$ cat config.mk
export PLATFORM = sky130hd
export DESIGN_NAME = playfield_render
export DESIGN_NICKNAME = d
export VERILOG_FILES = /design/src/rtl/playfield_render_pkg.sv /design/src/rtl/pix_delay_line.sv /design/src/rtl/playfield_render.sv
export SDC_FILE = /design/constraint.sdc
export NUM_CORES = 1
export LEC_CHECK = 0
export ABC_AREA = 1
export BUFFER_PORTS_ARGS = -buffer_cell sky130_fd_sc_hd__buf_4
export CAP_MARGIN = 20
export CELL_PAD_IN_SITES_DETAIL_PLACEMENT = 1
export CELL_PAD_IN_SITES_GLOBAL_PLACEMENT = 2
export CORE_UTILIZATION = 32
export DETAILED_ROUTE_END_ITERATION = 8
export PLACE_DENSITY_LB_ADDON = 0.1
export SYNTH_ARGS = -nofsm -noshare
export SYNTH_HDL_FRONTEND = slang
export SYNTH_SLANG_ARGS = --single-unit
$ cat constraint.sdc
create_clock -name clk -period 3.9 [get_ports clk]
set_input_delay 0.195 -clock clk [delete_from_list [all_inputs] [get_ports clk]]
set_output_delay 0.195 -clock clk [all_outputs]
set_load 0.02 [all_outputs]
$ cat src/rtl/playfield_render_pkg.sv
`default_nettype none
//==============================================================================
// Module   : playfield_render_pkg
// Purpose  : Shared colours, visible-area limits and frame-state encoding.
// Revision : 1.0 - initial release
//==============================================================================
package playfield_render_pkg;

    localparam logic [11:0] c_border = 12'hFFF;
    localparam logic [11:0] c_grid   = 12'h222;
    localparam logic [11:0] c_flash  = 12'h00F;
    localparam logic [11:0] c_black  = 12'h000;

    localparam int c_h_visible = 640;
    localparam int c_v_visible = 480;

    typedef enum logic [0:0] {
        ST_SCAN   = 1'b0,
        ST_VBLANK = 1'b1
    } frame_state_t;

endpackage
`default_nettype wire

$ cat src/rtl/pix_delay_line.sv
`default_nettype none
//==============================================================================
// Module   : pix_delay_line
// Purpose  : Pixel-enable gated shift register of configurable depth and width.
// Revision : 1.0 - initial release
//==============================================================================
module pix_delay_line #(
    parameter int               DEPTH     = 2,
    parameter int               WIDTH     = 1,
    parameter logic [WIDTH-1:0] RESET_VAL = '0
) (
    input  logic             clk,
    input  logic             reset,
    input  logic             i_ce,
    input  logic [WIDTH-1:0] i_din,
    output logic [WIDTH-1:0] o_dout
);

    logic [WIDTH-1:0] r_stage [DEPTH];

    always_ff @(posedge clk or posedge reset) begin
        if (reset) begin
            for (int i = 0; i < DEPTH; i++) r_stage[i] <= RESET_VAL;
        end else if (i_ce) begin
            r_stage[0] <= i_din;
            for (int i = 1; i < DEPTH; i++) r_stage[i] <= r_stage[i-1];
        end
    end

    assign o_dout = r_stage[DEPTH-1];

endmodule
`default_nettype wire

$ cat src/rtl/playfield_render.sv
`default_nettype none
//==============================================================================
// Module   : playfield_render
// Purpose  : Two-stage pixel pipeline drawing the playfield, piece, border,
//            grid and game-over flash from the VGA scan position.
// Revision : 1.0 - initial release
//==============================================================================
module playfield_render
    import playfield_render_pkg::*;
#(
    parameter int CELL_PX  = 16,
    parameter int ORIGIN_X = 240,
    parameter int ORIGIN_Y = 80,
    parameter int COLS     = 10,
    parameter int ROWS     = 20
) (
    input  logic        clk,
    input  logic        reset,
    input  logic        pix_ce,
    input  logic [9:0]  hcount,
    input  logic [9:0]  vcount,
    input  logic        video_on,
    input  logic        hsync_in,
    input  logic        vsync_in,
    output logic [3:0]  cell_x,
    output logic [4:0]  cell_y,
    input  logic [11:0] cell_color,
    input  logic [3:0]  x1,
    input  logic [3:0]  x2,
    input  logic [3:0]  x3,
    input  logic [3:0]  x4,
    input  logic [4:0]  y1,
    input  logic [4:0]  y2,
    input  logic [4:0]  y3,
    input  logic [4:0]  y4,
    input  logic [11:0] piece_color,
    input  logic        game_over,
    output logic [11:0] rgb,
    output logic        hsync_out,
    output logic        vsync_out,
    output logic        frame_done
);

    localparam int         c_shift   = $clog2(CELL_PX);
    localparam logic [9:0] c_field_w = 10'(COLS * CELL_PX);
    localparam logic [9:0] c_field_h = 10'(ROWS * CELL_PX);

    logic [9:0]   w_rel_x, w_rel_y;
    logic         w_in_field, w_border, w_grid;
    logic [3:0]   w_flags_a;
    logic [1:0]   w_sync_b;
    logic         w_piece_hit, w_flash, w_frame_start, w_frame_end;
    logic [11:0]  w_rgb_next;
    frame_state_t r_state, w_state_next;

    logic [3:0]  r_cell_x;
    logic [4:0]  r_cell_y;
    logic [11:0] r_rgb;
    logic        r_frame_done;
    logic [4:0]  r_frame_cnt;
    logic [3:0]  r_px [4];
    logic [4:0]  r_py [4];
    logic [11:0] r_pcolor;

    // Wrapped offsets make one unsigned compare cover both field edges; all-ones is the ring just before the origin.
    assign w_rel_x    = hcount - 10'(ORIGIN_X);
    assign w_rel_y    = vcount - 10'(ORIGIN_Y);
    assign w_in_field = (w_rel_x < c_field_w) && (w_rel_y < c_field_h);
    assign w_border   = ((w_rel_x <= c_field_w) || (w_rel_x == '1)) &&
                        ((w_rel_y <= c_field_h) || (w_rel_y == '1)) && !w_in_field;
    assign w_grid     = (w_rel_x[c_shift-1:0] == '0) || (w_rel_y[c_shift-1:0] == '0);

    always_ff @(posedge clk or posedge reset) begin
        if (reset) begin
            r_cell_x <= '0;
            r_cell_y <= '0;
        end else if (pix_ce) begin
            r_cell_x <= w_in_field ? w_rel_x[c_shift +: 4] : 4'd0;
            r_cell_y <= w_in_field ? w_rel_y[c_shift +: 5] : 5'd0;
        end
    end

    pix_delay_line #(.DEPTH(1), .WIDTH(4), .RESET_VAL(4'b0000)) u_flag_dly (
        .clk    (clk),
        .reset  (reset),
        .i_ce   (pix_ce),
        .i_din  ({video_on, w_in_field, w_border, w_grid}),
        .o_dout (w_flags_a)
    );

    pix_delay_line #(.DEPTH(2), .WIDTH(2), .RESET_VAL(2'b11)) u_sync_dly (
        .clk    (clk),
        .reset  (reset),
        .i_ce   (pix_ce),
        .i_din  ({hsync_in, vsync_in}),
        .o_dout (w_sync_b)
    );

    assign w_frame_start = pix_ce && (hcount == '0) && (vcount == '0);

    // Piece is sampled only at frame start so a move never tears mid-frame.
    always_ff @(posedge clk or posedge reset) begin
        if (reset) begin
            for (int i = 0; i < 4; i++) begin
                r_px[i] <= 4'd0;
                r_py[i] <= 5'd31;
            end
            r_pcolor <= '0;
        end else if (w_frame_start) begin
            r_px[0] <= x1;  r_px[1] <= x2;  r_px[2] <= x3;  r_px[3] <= x4;
            r_py[0] <= y1;  r_py[1] <= y2;  r_py[2] <= y3;  r_py[3] <= y4;
            r_pcolor <= piece_color;
        end
    end

    always_comb begin
        w_piece_hit = 1'b0;
        for (int i = 0; i < 4; i++) begin
            if ((r_px[i] == r_cell_x) && (r_py[i] == r_cell_y) && (int'(r_py[i]) < ROWS))
                w_piece_hit = 1'b1;
        end
    end

    assign w_flash = game_over && r_frame_cnt[4];

    always_comb begin
        w_rgb_next = c_black;
        if (!w_flags_a[3])           w_rgb_next = c_black;
        else if (w_flags_a[1])       w_rgb_next = c_border;
        else if (!w_flags_a[2])      w_rgb_next = c_black;
        else if (w_flash)            w_rgb_next = c_flash;
        else if (w_piece_hit)        w_rgb_next = r_pcolor;
        else if (cell_color != '0)   w_rgb_next = cell_color;
        else if (w_flags_a[0])       w_rgb_next = c_grid;
        else                         w_rgb_next = c_black;
    end

    always_ff @(posedge clk or posedge reset) begin
        if (reset)       r_rgb <= '0;
        else if (pix_ce) r_rgb <= w_rgb_next;
    end

    always_comb begin
        w_state_next = r_state;
        w_frame_end  = 1'b0;
        case (r_state)
            ST_SCAN: begin
                if (pix_ce && (hcount == '0) && (vcount == 10'(c_v_visible))) begin
                    w_state_next = ST_VBLANK;
                    w_frame_end  = 1'b1;
                end
            end
            ST_VBLANK: begin
                if (w_frame_start) w_state_next = ST_SCAN;
            end
            default: w_state_next = ST_VBLANK;
        endcase
    end

    always_ff @(posedge clk or posedge reset) begin
        if (reset) begin
            r_state      <= ST_VBLANK;
            r_frame_done <= 1'b0;
            r_frame_cnt  <= '0;
        end else begin
            r_state      <= w_state_next;
            r_frame_done <= w_frame_end;
            if (w_frame_end) r_frame_cnt <= r_frame_cnt + 5'd1;
        end
    end

    assign cell_x     = r_cell_x;
    assign cell_y     = r_cell_y;
    assign rgb        = r_rgb;
    assign hsync_out  = w_sync_b[1];
    assign vsync_out  = w_sync_b[0];
    assign frame_done = r_frame_done;

endmodule
`default_nettype wire
==> results.yml, run 1 <==
grt:
  grt_max_degree: 53
  grt.total_usage_pct: 19.8
  antenna_found_initial: 0
  use_met3_pct: 3.10
  grt_pass1_wl_um: 22200
  grt.overflow.total: 0
  gr-usage-met1_pct: 27.7
  gr-max-usage-layer: "met2"
  use_met2_pct: 30.8
  grt_pass1_vias: 4377
cells_and_area:
  ff_latch_area_um2: 2130
  fin_nets: 819
  n_antenna_cell: 0
  drive_above_1_share_pct: 23.1
  nFillCells: 1732
  utilization_pct: 42.6
  multi_input_area_um2: 2020
  area_growth_pct: 30.2
cts:
  clk_pin_slew_ps: 60
  cts_tree: "built"
  root_buffer: "clkbuf_16"
  clock-sinks: 84
  post_cts_buffers: 0
  ctsLongestPathBuffers: 2
  postCtsResizedCells: 0
  clkLatencyLatePin_ps: 350
  cts_buffers: 9
  htree_levels: 3
flow_run:
  drv_cap: 0
detailed_routing:
  vias: 4230
  ant_nets: 0
  avgViaCountPerCell: 4.66
  drt-initial-drc-count: 183
  routed_wl_um: 13700
  wl_per_cell_um: 15.0
  drt_pass1_iterations: 4
  drc: 0
yosys:
  syn-num-nets: 711
  netlist_area_um2: 4540
  syn_area_per_cell_um2: 7.38
  synth_cell_types: 35
  synthCells: 615
  yosysSeqAreaShare_pct: 47.0
  synth-warning-count: 0
  ys_ff_latch: 84
worst_setup_path:
  path_buf_inv: 4
  arrival_ps: 2380
  worstPathRequired_ps: 4160
  cpMostUsedCell: "nand2_1"
  worst_setup_path_start_kind: "input pin"
  path_delay_family: "buffers and inverters"
  cp_slowest_cell: "inv_2"
  path_cells: "buf_4, inv_1, ha_1, nand4_1, nor3_1, nand2_1, inv_2, buf_12, nand2_1, o21ai_0"
  cp_max_fo: 47
  slowest_delay_ps: 600
  end_kind: "flip-flop"
  crit_type: "in2reg"
timing:
  finalSetupTns_ps: 0
  worstMarginPinSlew_ps: 658
  period_needed_ps: 2130
  clock_skew_ps: 4.82
  relSlewSlack_pct: 56.2
  setup_ws_ps: 1770
  min_period_over_period_pct: 54.5
  setup_viol_count_final: 0
  fmax_mhz: 470
  rsz0062_at_grt: "false"
  final_hold_viol_count: 0
  maxSlewViolCount: 0
outcome:
  status: "finished, final reports clean"
floorplanning:
  initial_utilization_pct: 32.7
  core_area_um2: 13900
  fp.dieW_um: 121
  die_y_um: 121
  io_pins: 111
  dieArea_um2: 14700
  rows: 43
pwr:
  total_power_mw: 2.15
  pwr_density_cell_nw_per_um2: 364
  leakage_nw: 3.20
  irDropWorstVdd_mv: 0.180
placed_design:
  dp_hpwl_um: 10400
  post-place-ws_ps: 1380
  numPortBuffers: 110
  gp_congestion: 0.866
min_path:
  hp-class: "in2reg"
## path summary, 6_finish.rpt
check | slack, ps | start | depth (start not counted) | endpoint
worst max-delay path | 1770 | hcount[4] | 10 | r_pcolor[9]
worst min-delay path | 50 | piece_color[3] | 3 | r_pcolor[3]
worst max register to register | 1870 | cell_x[1] | 15 | rgb[7]
worst min register to register | 460 | u_sync_dly.o_dout[0] | 2 | u_sync_dly.o_dout[0]
max in group asynchronous | 2600 | reset | 5 | r_py[15]
min in group asynchronous | 290 | reset | 3 | r_px[5]
## layer usage
layer	share of wire [%]	routed length, µm
met1	50	6810
met2	44	6070
met3	3.8	516
met4	1.9	261
met5	0	0
## stage by stage
step                instance area [µm²]  instances  hold slack, ps
floorplan                          4540        615             286
global placement                   5520        890             389
detailed placement                 5520        890             397
CTS                                5870        906            37.9
global route                       5910        908            54.7
finish                             5910        908            47.1
## cell usage in the layout, fill, tap and decap left out, types with 8 or more instances in the layout
master and count:
xor2_1 11, dfstp_2 25, o21ai_0 44, nand4_1 8
nand3_1 24, nand2_1 249, a21oi_1 8, dfrtp_1 59
ha_1 9, nor2_1 42, buf_4 111, o21ai_1 9
o22ai_1 8, inv_1 67, clkbuf_16 9
## power by group
group | internal [mW] | switching [mW] | total, mW | leakage (nW)
sequential | 0.890 | 0.0142 | 0.904 | 0.981
combinational | 0.104 | 0.121 | 0.225 | 2.04
clock | 0.660 | 0.359 | 1.02 | 0.173
total | 1.65 | 0.494 | 2.15 | 3.20
## flip-flops by register name, indices dropped and copies added, names as in the netlist
name	flops
u_sync_dly.r_stage	2
rgb	12
cell_x	4
r_pcolor	12
frame_done	1
u_flag_dly.o_dout	4
u_sync_dly.o_dout	2
r_px	16
r_py	20
r_state	1
cell_y	5
r_frame_cnt	5
## cell families (layout without fill, tap and decap cells)
kind of cell               after synthesis  in the layout  share of synthesized area [%]
and+or+nand+nor                        338            338                           30.1
xor gates and xnor gates                18             18                           3.47
adders and majority gates                9              9                           2.48
buffers and inverters                   93            206                           8.44
AOI/OAI and AO/OA                       73             73                           8.49
DFF                                     84             84                           47.0
## timing repair
action,CTS,global route
endpoints found under the setup margin,0,0
hold endpoints to repair,0,5
hold buffers,0,1
## worst min-delay path, cell delays in order
cell	delay [ps]
buf_4	80
nand2_1	40
nand2_1	50
## final cells by class
type	count	share of cell area (%)
tap	180	3.81
multi-input combinational	438	34.2
sequential	84	36.1
timing repair buffer	114	15.1
clock buffer	12	4.34
clock inverter	4	1.61
inverter	76	4.85
## Yosys cell counts
| library cell | count | area, µm² |
|---|---|---|
| nand3b_1 | 1 | 7.51 |
| nand4_1 | 8 | 50.1 |
| a31oi_1 | 1 | 6.26 |
| a21oi_1 | 8 | 40.0 |
| o21bai_1 | 1 | 7.51 |
| nor2_1 | 42 | 158 |
| nor4_1 | 2 | 12.5 |
| inv_1 | 69 | 259 |
| nand3_1 | 24 | 120 |
| nand2_4 | 1 | 11.3 |
| ha_1 | 9 | 113 |
| dfstp_2 | 25 | 657 |
| buf_2 | 6 | 30.0 |
| inv_2 | 6 | 22.5 |
| o21ai_0 | 44 | 220 |
| nand2_2 | 1 | 6.26 |
| nor2_4 | 1 | 11.3 |
| nor2_2 | 1 | 6.26 |
| o22ai_1 | 8 | 50.1 |
| o21ai_1 | 9 | 45.0 |
| nand2_1 | 249 | 935 |
| xnor2_1 | 7 | 61.3 |
| nor3_2 | 1 | 10.0 |
| xor2_1 | 11 | 96.3 |
| and3_1 | 1 | 6.26 |
| buf_4 | 5 | 37.5 |
| buf_6 | 1 | 11.3 |
| clkbuf_1 | 5 | 18.8 |
| o211ai_1 | 1 | 7.51 |
| dfrtp_1 | 59 | 1480 |
| or2_2 | 1 | 6.26 |
| or2_1 | 1 | 6.26 |
| a31o_2 | 1 | 8.76 |
| clkinv_1 | 1 | 3.75 |
| nor3_1 | 4 | 20.0 |
Power figures use the tool's default switching activity.
==> run 2: changes to the inputs <==
- CORE_UTILIZATION: 32 -> 27
- clock period: 3.9 -> 1.8 ns (I/O delays scaled with it)
==> run 2 against run 1 <==
Net effect:
- the flow now finishes with violations (design-rule violations)
- critical endpoint is now rgb[5]
- die area up 18%
- count of clock-buffer cells in the layout down 3
- routed wire length up 12%
- register-to-register slack worse by 1900 ps
- sequential power up 120%
- non-clock buffer count up 88
- via count up 9.1%
- highest routed layer unchanged
==> results.yml, run 2 (synthesis results as in run 1) <==
cells_and_area:
  fin_nets: 909
  mostFrequentLayoutCell: "nand2_1"
  biggestRegsByFlops: "r_py x20, r_px x16"
  regMostFlops: "r_py"
  largest_reg_flops: 20
  nFillCells: 2008
  n_antenna_cell: 0
  final_cell_mix: "nand2_1 (245), buf_4 (142), inv_1 (62)"
  instances_no_fill: 1038
  area_growth_pct: 50.3
  drive_above_1_share_pct: 28.5
floorplanning:
  die_y_um: 132
  io_pins: 111
  dieArea_um2: 17300
  core_area_um2: 16500
  rows: 47
  initial_utilization_pct: 27.5
  fp.dieW_um: 132
detailed_routing:
  drt-initial-drc-count: 170
  vias: 4615
  wl_per_cell_um: 14.8
  ant_nets: 0
  routed_wl_um: 15300
  avgViaCountPerCell: 4.45
  drt_pass1_iterations: 6
  drc: 2
timing:
  final_hold_viol_count: 0
  setup_viol_count_final: 0
  clock_skew_ps: 11.5
  worstMarginPinSlew_ps: 506
  maxSlewViolCount: 0
  setup_ws_ps: 0.588
  rsz0062_at_grt: "true"
  min_period_over_period_pct: 100
  relSlewSlack_pct: 66.3
  whs_ps: 9.60
  finalSetupTns_ps: 0
  period_needed_ps: 1800
  fmax_mhz: 556
placed_design:
  dp_cells: 967
  post-place-ws_ps: -176
  numPortBuffers: 110
  dp_hpwl_um: 11400
  gp_congestion: 0.823
cts:
  cts_buffers: 9
  clkLatencyLatePin_ps: 350
  htree_levels: 3
  ctsLongestPathBuffers: 2
  cts_tree: "built"
  clock-sinks: 84
  root_buffer: "clkbuf_16"
  clk_pin_slew_ps: 70
worst_setup_path:
  cp_max_fo: 8
  arrival_ps: 2090
  end_kind: "flip-flop"
  worst_setup_path_start_kind: "flip-flop"
  crit_type: "reg2reg"
  worstPathRequired_ps: 2100
grt:
  grt_max_degree: 85
  grt.overflow.total: 0
  grt_pass1_vias: 4880
  grt_pass1_wl_um: 25400
  grt.total_usage_pct: 18.9
  antenna_found_initial: 0
outcome:
  status: "finished, violations left"
  failed_checks: "design-rule violations"
min_path:
  hp-class: "in2reg"
flow_run:
  drv_cap: 0
pwr:
  irDropWorstVdd_mv: 0.421
  pwr_density_cell_nw_per_um2: 642
  leakage_nw: 3.56
## run 2: cell count changes in the layout (fill, tap and decap cells not counted), sizes merged
| cell | previous run | this run |
|---|---|---|
| bufinv | 3 | 0 |
| nand2 | 251 | 253 |
| dlygate4sd3 | 1 | 50 |
| clkinvlp | 0 | 4 |
| buf | 113 | 152 |
| inv | 74 | 76 |
| clkbuf | 12 | 9 |
## run 2: critical path, stage by stage, from the launching register on
cell      delay, ps
dfrtp_1         430
buf_6           160
xnor2_4         150
nand2_2          80
nor2_4          130
nand3_2          70
nand2_2         100
clkinv_4        120
buf_6           140
nand4_1          80
nand3_1          80
nand2_1          60
nand2_1          60
nand2_1          70
## run 2: final cells by class
cell class                 count  area, µm²  area share (%)
clock buffer                   9        225            3.30
clock inverter                 7       57.6           0.844
inverter                      76        294            4.31
multi-input combinational    440       2100            30.9
sequential                    84       2140            31.4
tap                          220        275            4.04
timing repair buffer         202       1720            25.3
## run 2: where the power goes
| part | total [mW] | leakage (nW) | internal (mW) | switching (mW) |
|---|---|---|---|---|
| combinational | 0.619 | 2.46 | 0.323 | 0.296 |
| sequential | 1.96 | 0.970 | 1.93 | 0.0271 |
| clock | 1.80 | 0.129 | 0.952 | 0.850 |
| total | 4.38 | 3.56 | 3.20 | 1.17 |
## run 2: metal layers
layer  vias to the layer above  share of wire (%)  track usage [%]
met4                         0                1.4             6.40
met3                        13                3.2             2.74
met5                         -                  0                0
met1                      2202                 47             24.8
li1                       2309                  -                -
met2                        91                 48             31.8
## run 2: stage by stage
| step | power [mW] | util (%) | cell area (µm²) |
|---|---|---|---|
| final | 4.38 | 41.3 | 6820 |
| after global placement | 2.51 | 35.6 | 5880 |
| after detailed placement | 2.52 | 35.6 | 5880 |
| after CTS | 4.45 | 40.8 | 6740 |
| after floorplan | 2.20 | - | 4540 |
| after global routing | 4.59 | 41.3 | 6820 |
## run 2: what timing repair did
action / CTS / global route
setup buffers: 2 / 1
hold endpoints to repair: 108 / 0
resized for setup: 12 / 22
hold buffers: 50 / 0
endpoints found under the setup margin: 12 / 12
pin swaps: 7 / 11
gates cloned: 2 / 0
## run 2: final timing paths
path / start / slack (ps) / depth (start not counted) / to
max in group asynchronous: reset / 970 / 4 / cell_x[3]
worst max register to register: cell_y[0] / 0.6 / 13 / rgb[5]
worst min-delay path: x4[2] / 10 / 3 / r_px[2]
worst max-delay path: cell_y[0] / 0.6 / 13 / rgb[5]
min in group asynchronous: reset / 430 / 4 / cell_y[1]
worst min register to register: u_sync_dly.r_stage[2] / 460 / 2 / u_sync_dly.r_stage[2]
